===== config.mk =====
export PLATFORM = sky130hd
export DESIGN_NAME = mc_control_unit
export DESIGN_NICKNAME = d
export VERILOG_FILES = /design/src/rtl/mc_control_unit.sv
export SDC_FILE = /design/constraint.sdc
export NUM_CORES = 1
export LEC_CHECK = 0
export CAP_MARGIN = 20
export CORE_MARGIN = 4
export CORE_UTILIZATION = 38
export CTS_CLUSTER_DIAMETER = 60
export DETAILED_ROUTE_END_ITERATION = 10
export PLACE_DENSITY_LB_ADDON = 0.12
export SKIP_CTS_REPAIR_TIMING = 1
export SLEW_MARGIN = 20
export SYNTH_ARGS = -nofsm -noshare
export SYNTH_HDL_FRONTEND = slang
export SYNTH_SLANG_ARGS = --single-unit

===== constraint.sdc =====
create_clock -name clk -period 2.3 [get_ports clk]
set_clock_uncertainty 0.2 [all_clocks]
set_input_delay 0.575 -clock clk [delete_from_list [all_inputs] [get_ports clk]]
set_output_delay 0.575 -clock clk [all_outputs]
set_load 0.05 [all_outputs]

===== src/rtl/mc_control_unit.sv =====
// Multicycle RV32 control unit: a seven-state FSM that sequences fetch, decode,
// execute, branch, memory and write-back, and drives the datapath strobes and ALU select.
module mc_control_unit (
  input  logic       clk,
  input  logic       reset,
  input  logic [6:0] opcode,
  input  logic [2:0] funct3,
  input  logic       funct7_5,
  input  logic       alu_bcond,
  input  logic       mem_ready,
  output logic [3:0] alu_op,
  output logic       alu_src_a,
  output logic [1:0] alu_src_b,
  output logic       pc_source,
  output logic       pc_write,
  output logic       ir_write,
  output logic       alu_out_write,
  output logic       mem_read,
  output logic       mem_write,
  output logic       i_or_d,
  output logic       reg_write,
  output logic       mem_to_reg,
  output logic       is_halted
);

  localparam logic [3:0] FUNC_ADD  = 4'd0;
  localparam logic [3:0] FUNC_SUB  = 4'd1;
  localparam logic [3:0] FUNC_AND  = 4'd2;
  localparam logic [3:0] FUNC_OR   = 4'd3;
  localparam logic [3:0] FUNC_XOR  = 4'd4;
  localparam logic [3:0] FUNC_LRS  = 4'd5;
  localparam logic [3:0] FUNC_ARS  = 4'd6;
  localparam logic [3:0] FUNC_ZERO = 4'd7;

  typedef enum logic [2:0] {
    S_IF, S_ID, S_EX, S_BR, S_MEM, S_WB, S_HALT
  } state_e;

  state_e state_q, state_d;

  logic is_r, is_i, is_load, is_store, is_branch, is_jal, is_jalr, is_ecall, is_exec;
  logic [3:0] arith_op;

  assign is_r      = (opcode == 7'b0110011);
  assign is_i      = (opcode == 7'b0010011);
  assign is_load   = (opcode == 7'b0000011);
  assign is_store  = (opcode == 7'b0100011);
  assign is_branch = (opcode == 7'b1100011);
  assign is_jal    = (opcode == 7'b1101111);
  assign is_jalr   = (opcode == 7'b1100111);
  assign is_ecall  = (opcode == 7'b1110011);
  assign is_exec   = is_r | is_i | is_load | is_store | is_branch | is_jal | is_jalr;

  // SUB only exists for register-register ops; immediates reuse bit 30 as data.
  always_comb begin
    arith_op = FUNC_ZERO;
    case (funct3)
      3'b000:  arith_op = (is_r && funct7_5) ? FUNC_SUB : FUNC_ADD;
      3'b100:  arith_op = FUNC_XOR;
      3'b110:  arith_op = FUNC_OR;
      3'b111:  arith_op = FUNC_AND;
      3'b101:  arith_op = funct7_5 ? FUNC_ARS : FUNC_LRS;
      default: arith_op = FUNC_ZERO;
    endcase
  end

  always_ff @(posedge clk or negedge reset) begin
    if (!reset) state_q <= S_IF;
    else        state_q <= state_d;
  end

  always_comb begin
    state_d = state_q;
    case (state_q)
      S_IF:   if (mem_ready) state_d = S_ID;
      S_ID:   state_d = is_exec ? S_EX : (is_ecall ? S_HALT : S_WB);
      S_EX: begin
        if (is_r || is_i)             state_d = S_WB;
        else if (is_load || is_store) state_d = S_MEM;
        else if (is_branch)           state_d = alu_bcond ? S_BR : S_IF;
        else                          state_d = S_IF;
      end
      S_BR:   state_d = S_IF;
      S_MEM:  if (mem_ready) state_d = is_load ? S_WB : S_IF;
      S_WB:   state_d = S_IF;
      S_HALT: state_d = S_HALT;
      default: state_d = S_IF;
    endcase
  end

  // Outputs are forced quiet while reset is held, even though the state is already IF.
  always_comb begin
    alu_op        = FUNC_ADD;
    alu_src_a     = 1'b0;
    alu_src_b     = 2'd0;
    pc_source     = 1'b0;
    pc_write      = 1'b0;
    ir_write      = 1'b0;
    alu_out_write = 1'b0;
    mem_read      = 1'b0;
    mem_write     = 1'b0;
    i_or_d        = 1'b0;
    reg_write     = 1'b0;
    mem_to_reg    = 1'b0;
    is_halted     = 1'b0;
    if (reset) begin
      case (state_q)
        S_IF: begin
          mem_read = 1'b1;
          ir_write = mem_ready;
        end
        S_ID: begin
          alu_src_b     = 2'd2;
          alu_out_write = 1'b1;
        end
        S_EX: begin
          if (is_r || is_i) begin
            alu_src_a     = 1'b1;
            alu_src_b     = is_r ? 2'd0 : 2'd1;
            alu_op        = arith_op;
            alu_out_write = 1'b1;
          end else if (is_load || is_store) begin
            alu_src_a     = 1'b1;
            alu_src_b     = 2'd1;
            alu_out_write = 1'b1;
          end else if (is_branch) begin
            alu_src_a = 1'b1;
            alu_op    = FUNC_SUB;
            pc_write  = ~alu_bcond;
            pc_source = ~alu_bcond;
          end else if (is_jal || is_jalr) begin
            reg_write = 1'b1;
            alu_src_a = is_jalr;
            alu_src_b = 2'd1;
            pc_write  = 1'b1;
          end
        end
        S_BR: begin
          alu_src_b = 2'd1;
          pc_write  = 1'b1;
        end
        S_MEM: begin
          i_or_d = 1'b1;
          if (is_load) begin
            mem_read = 1'b1;
          end else if (is_store) begin
            mem_write = 1'b1;
            if (mem_ready) begin
              alu_src_b = 2'd2;
              pc_write  = 1'b1;
            end
          end
        end
        S_WB: begin
          reg_write  = is_r | is_i | is_load;
          mem_to_reg = is_load;
          alu_src_b  = 2'd2;
          pc_write   = 1'b1;
        end
        S_HALT: is_halted = 1'b1;
        default: ;
      endcase
    end
  end

endmodule


==> results of run 1 <==
==> kinds of logic after synthesis <==
family	synth area share
compound gates	0.291
xor+xnor	0.0148
buf+inv	0.0654
flops	0.127
mux	0.0169
other cells	0.00632
simple gates	0.479
==> cells in the mapped netlist, types with 2 or more instances <==
cell	n	area (µm²)
sky130_fd_sc_hd__a211oi_1	3	22.5
sky130_fd_sc_hd__or2b_1	2	15.0
sky130_fd_sc_hd__nor2_1	12	45.0
sky130_fd_sc_hd__nor3_1	5	25.0
sky130_fd_sc_hd__inv_1	3	11.3
sky130_fd_sc_hd__and3_1	4	25.0
sky130_fd_sc_hd__o21ai_0	2	10.0
sky130_fd_sc_hd__a21oi_1	6	30.0
sky130_fd_sc_hd__nand2_1	9	33.8
sky130_fd_sc_hd__dfrtp_1	3	75.1
sky130_fd_sc_hd__a211o_1	2	17.5
sky130_fd_sc_hd__nand2b_1	5	31.3
sky130_fd_sc_hd__nand3_1	3	15.0
==> stage by stage <==
stage                   std cells  instance area, µm²
after floorplan                87                 703
after global placement        161                1400
==> reports/summary.txt, run 1 <==
================================================================
Async set or reset register ratio after synthesis           1.00
Most common flop cell mapped by yosys               sky130_fd_sc_hd__dfrtp_1
Number of library cell types mapped by synthesis              41
Number of synthesized flops with an enable pin                 0
PortBufs                                                      30
Gate Count Post-Synth                                         87
Chip width                                               47.5 µm
Total standard cell area after synthesis                 593 µm²
Flops & latches, synth                                         3
Syn nets                                                     102
Outcome                                             did not finish
First logged error message                          [ERROR DPL-0038] Utilization greater than 100%, impossible to legalize
Final RePlAce weighted congestion                          0.913
Vertical die dimension                                   47.5 µm
Stage where the run ended                           3_5_place_dp
Placement Rows                                                13
Synth warnings                                                 0
Number of primary I/O pins                                    32
Mean instance size in the synthesized netlist           6.82 µm²
Effective utilization at floorplan                         0.429
Sequential area share after synthesis                      0.127
================================================================
==> inputs of run 2 (changes only) <==
CORE_AREA = 4 4 65 67   (was not set)
CORE_MARGIN = not set   (was 4)
CORE_UTILIZATION = not set   (was 38)
CTS_CLUSTER_DIAMETER = not set   (was 60)
DIE_AREA = 0 0 69 71   (was not set)
PLACE_DENSITY_LB_ADDON = 0.15   (was 0.12)
==> run 2 against run 1 <==
The flow now finishes, with violations (setup timing). Synthesized area unchanged. Synthesized cell count did not move.
==> reports/summary.txt, run 2 <==
==================================================================================================
IR Drop Worst-Case VDD                                                                    0.305 mV
Final critical-path required period                                                        2600 ps
Mean instance size in the synthesized netlist                                             6.82 µm²   unchanged
Number of primary I/O pins                                                                      32   unchanged
Maximum root-to-sink buffer count                                                                2
Library cell used as clock root buffer                                                sky130_fd_sc_hd__clkbuf_8
Switching Power                                                                             419 µW
Internal power                                                                              470 µW
Number of global-route vias before repair                                                      879
Count of final setup violators                                                                  12
Kind of cell adding the most delay to the critical path                               simple AND/OR/NAND/NOR gates
TritonCTS clock tree                                                                           yes
Critical path required time                                                                1520 ps
Hold WC Path Type                                                                     input port to async pin
Total core area                                                                           3630 µm²
Fillers                                                                                        359
Number of buffers created by CTS                                                                 3
Number of max-cap violations                                                                     0
Layout area overhead                                                                          183%
Number of synthesized flops with an enable pin                                                   0   unchanged
Max reg flops                                                                                    3
Effective utilization at floorplan                                                           0.163   was 0.429
First-pass GRT wire length                                                                 4240 µm
Chip width                                                                                   69 µm   was 47.5 µm
Total standard cell area after synthesis                                                   593 µm²   unchanged
Gate Count Post-Synth                                                                           87   unchanged
Sequential area share after synthesis                                                        0.127   unchanged
Most prevalent standard cell on the critical path                                     sky130_fd_sc_hd__buf_6
Critical path buffers and inverters                                                              3
Most common flop cell mapped by yosys                                                 sky130_fd_sc_hd__dfrtp_1   unchanged
Gate power share                                                                             0.742
Standby leakage power                                                                     0.718 nW
Most frequent cells after synthesis                                                   sky130_fd_sc_hd__nor2_1, sky130_fd_sc_hd__nand2_1, sky130_fd_sc_hd__a21oi_1   unchanged
Final std cells w/o fill                                                                       200
Final-report hold violation count                                                                0
Crit Path Max Fanout                                                                             3
Relative contribution of the clock network to total power                                    0.169
Total half-perimeter wirelength after legalization and detailed placement                  2130 µm
Vertical die dimension                                                                       71 µm   was 47.5 µm
Clock transition time at the flip-flop clock pins of the worst setup and hold paths          30 ps
Setup repair after global routing missed its margin                                            yes
Most frequent standard cell in the layout excluding fill and tap cells                sky130_fd_sc_hd__buf_4
Final-report max-slew violation count                                                            0
Final RePlAce weighted congestion                                                            0.825   was 0.913
Number of detailed-routing iterations run before antenna repair                                  4
Arrival @ worst endpoint                                                                   1830 ps
Nature of the critical path endpoint                                                   output port
Fraction of power consumed by sequential logic                                               0.089
DR vias/cell                                                                                  4.65
Summed negative setup slack over all endpoints                                            -1740 ps
Number of library cell types mapped by synthesis                                                41   unchanged
Hold slack                                                                                  126 ps
Placement Rows                                                                                  22   was 13
Final net count                                                                                168
Register with the most flip-flops                                                          state_q
Period utilisation layout                                                                     1.13
Critical path launch point type                                                         input port
Most common cell in the netlist                                                       sky130_fd_sc_hd__nor2_1   unchanged
Aggregate global-route resource usage                                                        0.106
Synth warnings                                                                                   0   unchanged
Number of H-tree branching levels                                                                1
Library cell contributing the largest single delay on the critical path               sky130_fd_sc_hd__nor4_4
Syn nets                                                                                       102   unchanged
Commonest non-fill, non-tap cells in the layout                                       sky130_fd_sc_hd__buf_4, sky130_fd_sc_hd__buf_12, sky130_fd_sc_hd__buf_6
Clock latency reported for the late side of the worst-skew pair                             210 ps
Violations in the final reports                                                       setup timing
Flops & latches, synth                                                                           3   unchanged
Fmax                                                                                     0.384 GHz
PortBufs                                                                                        30   unchanged
Via count                                                                                      929
Total wire length                                                                          2760 µm
Remaining global-route overflow                                                                  0
Area fraction of the dominant cell type after synthesis                                      0.127   unchanged
Async set or reset register ratio after synthesis                                             1.00   unchanged
Worst-case setup margin in the final layout                                                -303 ps
Antenna Violating Nets Remaining                                                                 0
Layout cell share with drive strength beyond 1                                               0.618
Maximum number of pins on one net before global-route repair                                    12
Number of antenna violations at the first check in global routing                                0
Sinks on the clock net                                                                           3
Die area                                                                                  4900 µm²
Initial drt markers                                                                             31
Cell type contributing the most total cell area after synthesis                       sky130_fd_sc_hd__dfrtp_1   unchanged
Switching power share of the total                                                           0.471
Number of DRC violations after detailed routing                                                  0
Final routed wire length divided by cell count                                             13.8 µm
Outcome                                                                               finished with violations   was did not finish
Placed Instances                                                                               191
Main area contributors after synthesis                                                sky130_fd_sc_hd__dfrtp_1, sky130_fd_sc_hd__nor2_1, sky130_fd_sc_hd__nand2_1   unchanged
PD cells                                                                                529 nW/µm²
Diode insertion count for antenna repair                                                         0
Crit Path Category                                                                    input port to output port
Leading registers by flop count                                                       state_q: 3 flops
Crit-path max cell delay                                                                    340 ps
Cell-by-cell trace of the critical path                                               buf_6, nor4_4, nand4_1, buf_6, o311ai_4, buf_12
==================================================================================================
## run 2: cell counts after synthesis
No cell type changed its count.
## run 2: per-stage QoR
step                      utilization  total power [mW]  setup slack [ps]  area, µm²
final                           0.462             0.890              -303       1680
after global routing            0.462             0.935              -382       1680
after CTS                       0.404             0.830              -693       1470
after detailed placement        0.391             0.674              -677       1420
after global placement          0.391             0.673              -655       1420
after floorplan                     -             0.428              -284        703
## run 2: layout make-up
class                   count  area [µm²]  share of cell area
repair buffers             65         751               0.447
well taps                  48        60.1              0.0357
multi-input cells          77         738               0.439
clock buffers               4        45.0              0.0268
flip-flops and latches      3        75.1              0.0447
inverters                   3        11.3             0.00670
## run 2: layer usage
metal | wire, µm | share of wire | GRT usage
met4 | 14 | 0.0051 | 0.0195
met3 | 118 | 0.043 | 0.0313
met2 | 1460 | 0.53 | 0.169
met5 | 0 | 0 | 0
met1 | 1170 | 0.42 | 0.141
## run 2: final timing paths
path	start	endpoint	slack, ps	cells past startpoint
max	opcode[3]	pc_write	-300	6
min in group clk	state_q[0]	state_q[2]	520	3
max reg2reg	state_q[0]	state_q[0]	500	5
min reg2reg	state_q[0]	state_q[2]	520	3
max in group asynchronous	reset	state_q[2]	1660	2
min	reset	state_q[0]	130	2
## run 2: kinds of logic after synthesis
family                    after synthesis  synth area share
and+or+nand+nor                        50             0.479
xor gates and xnor gates                1            0.0148
muxes                                   1            0.0169
buffers and inverters                   7            0.0654
DFF                                     3             0.127
AOI/OAI and AO/OA                      24             0.291
other                                   1           0.00632
## run 2: power groups by stage
stage	Clock, mW	Sequential [mW]	Combinational (mW)
6_report	0.151	0.0788	0.660
5_1_grt	0.158	0.0804	0.697
4_1_cts	0.153	0.0793	0.597
3_5_place_dp	0	0.0794	0.594
3_3_place_gp	0	0.0782	0.595
2_1_floorplan	0	0.0794	0.349
## run 2: worst register-to-register path: cells and delay by family, from the launching register on
kind / cells / cell delay [ps]
buffers and inverters: 1 / 180
and+or+nand+nor: 1 / 200
AOI/OAI and AO/OA: 3 / 790
DFF: 1 / 360
Power figures use the tool's default switching activity.
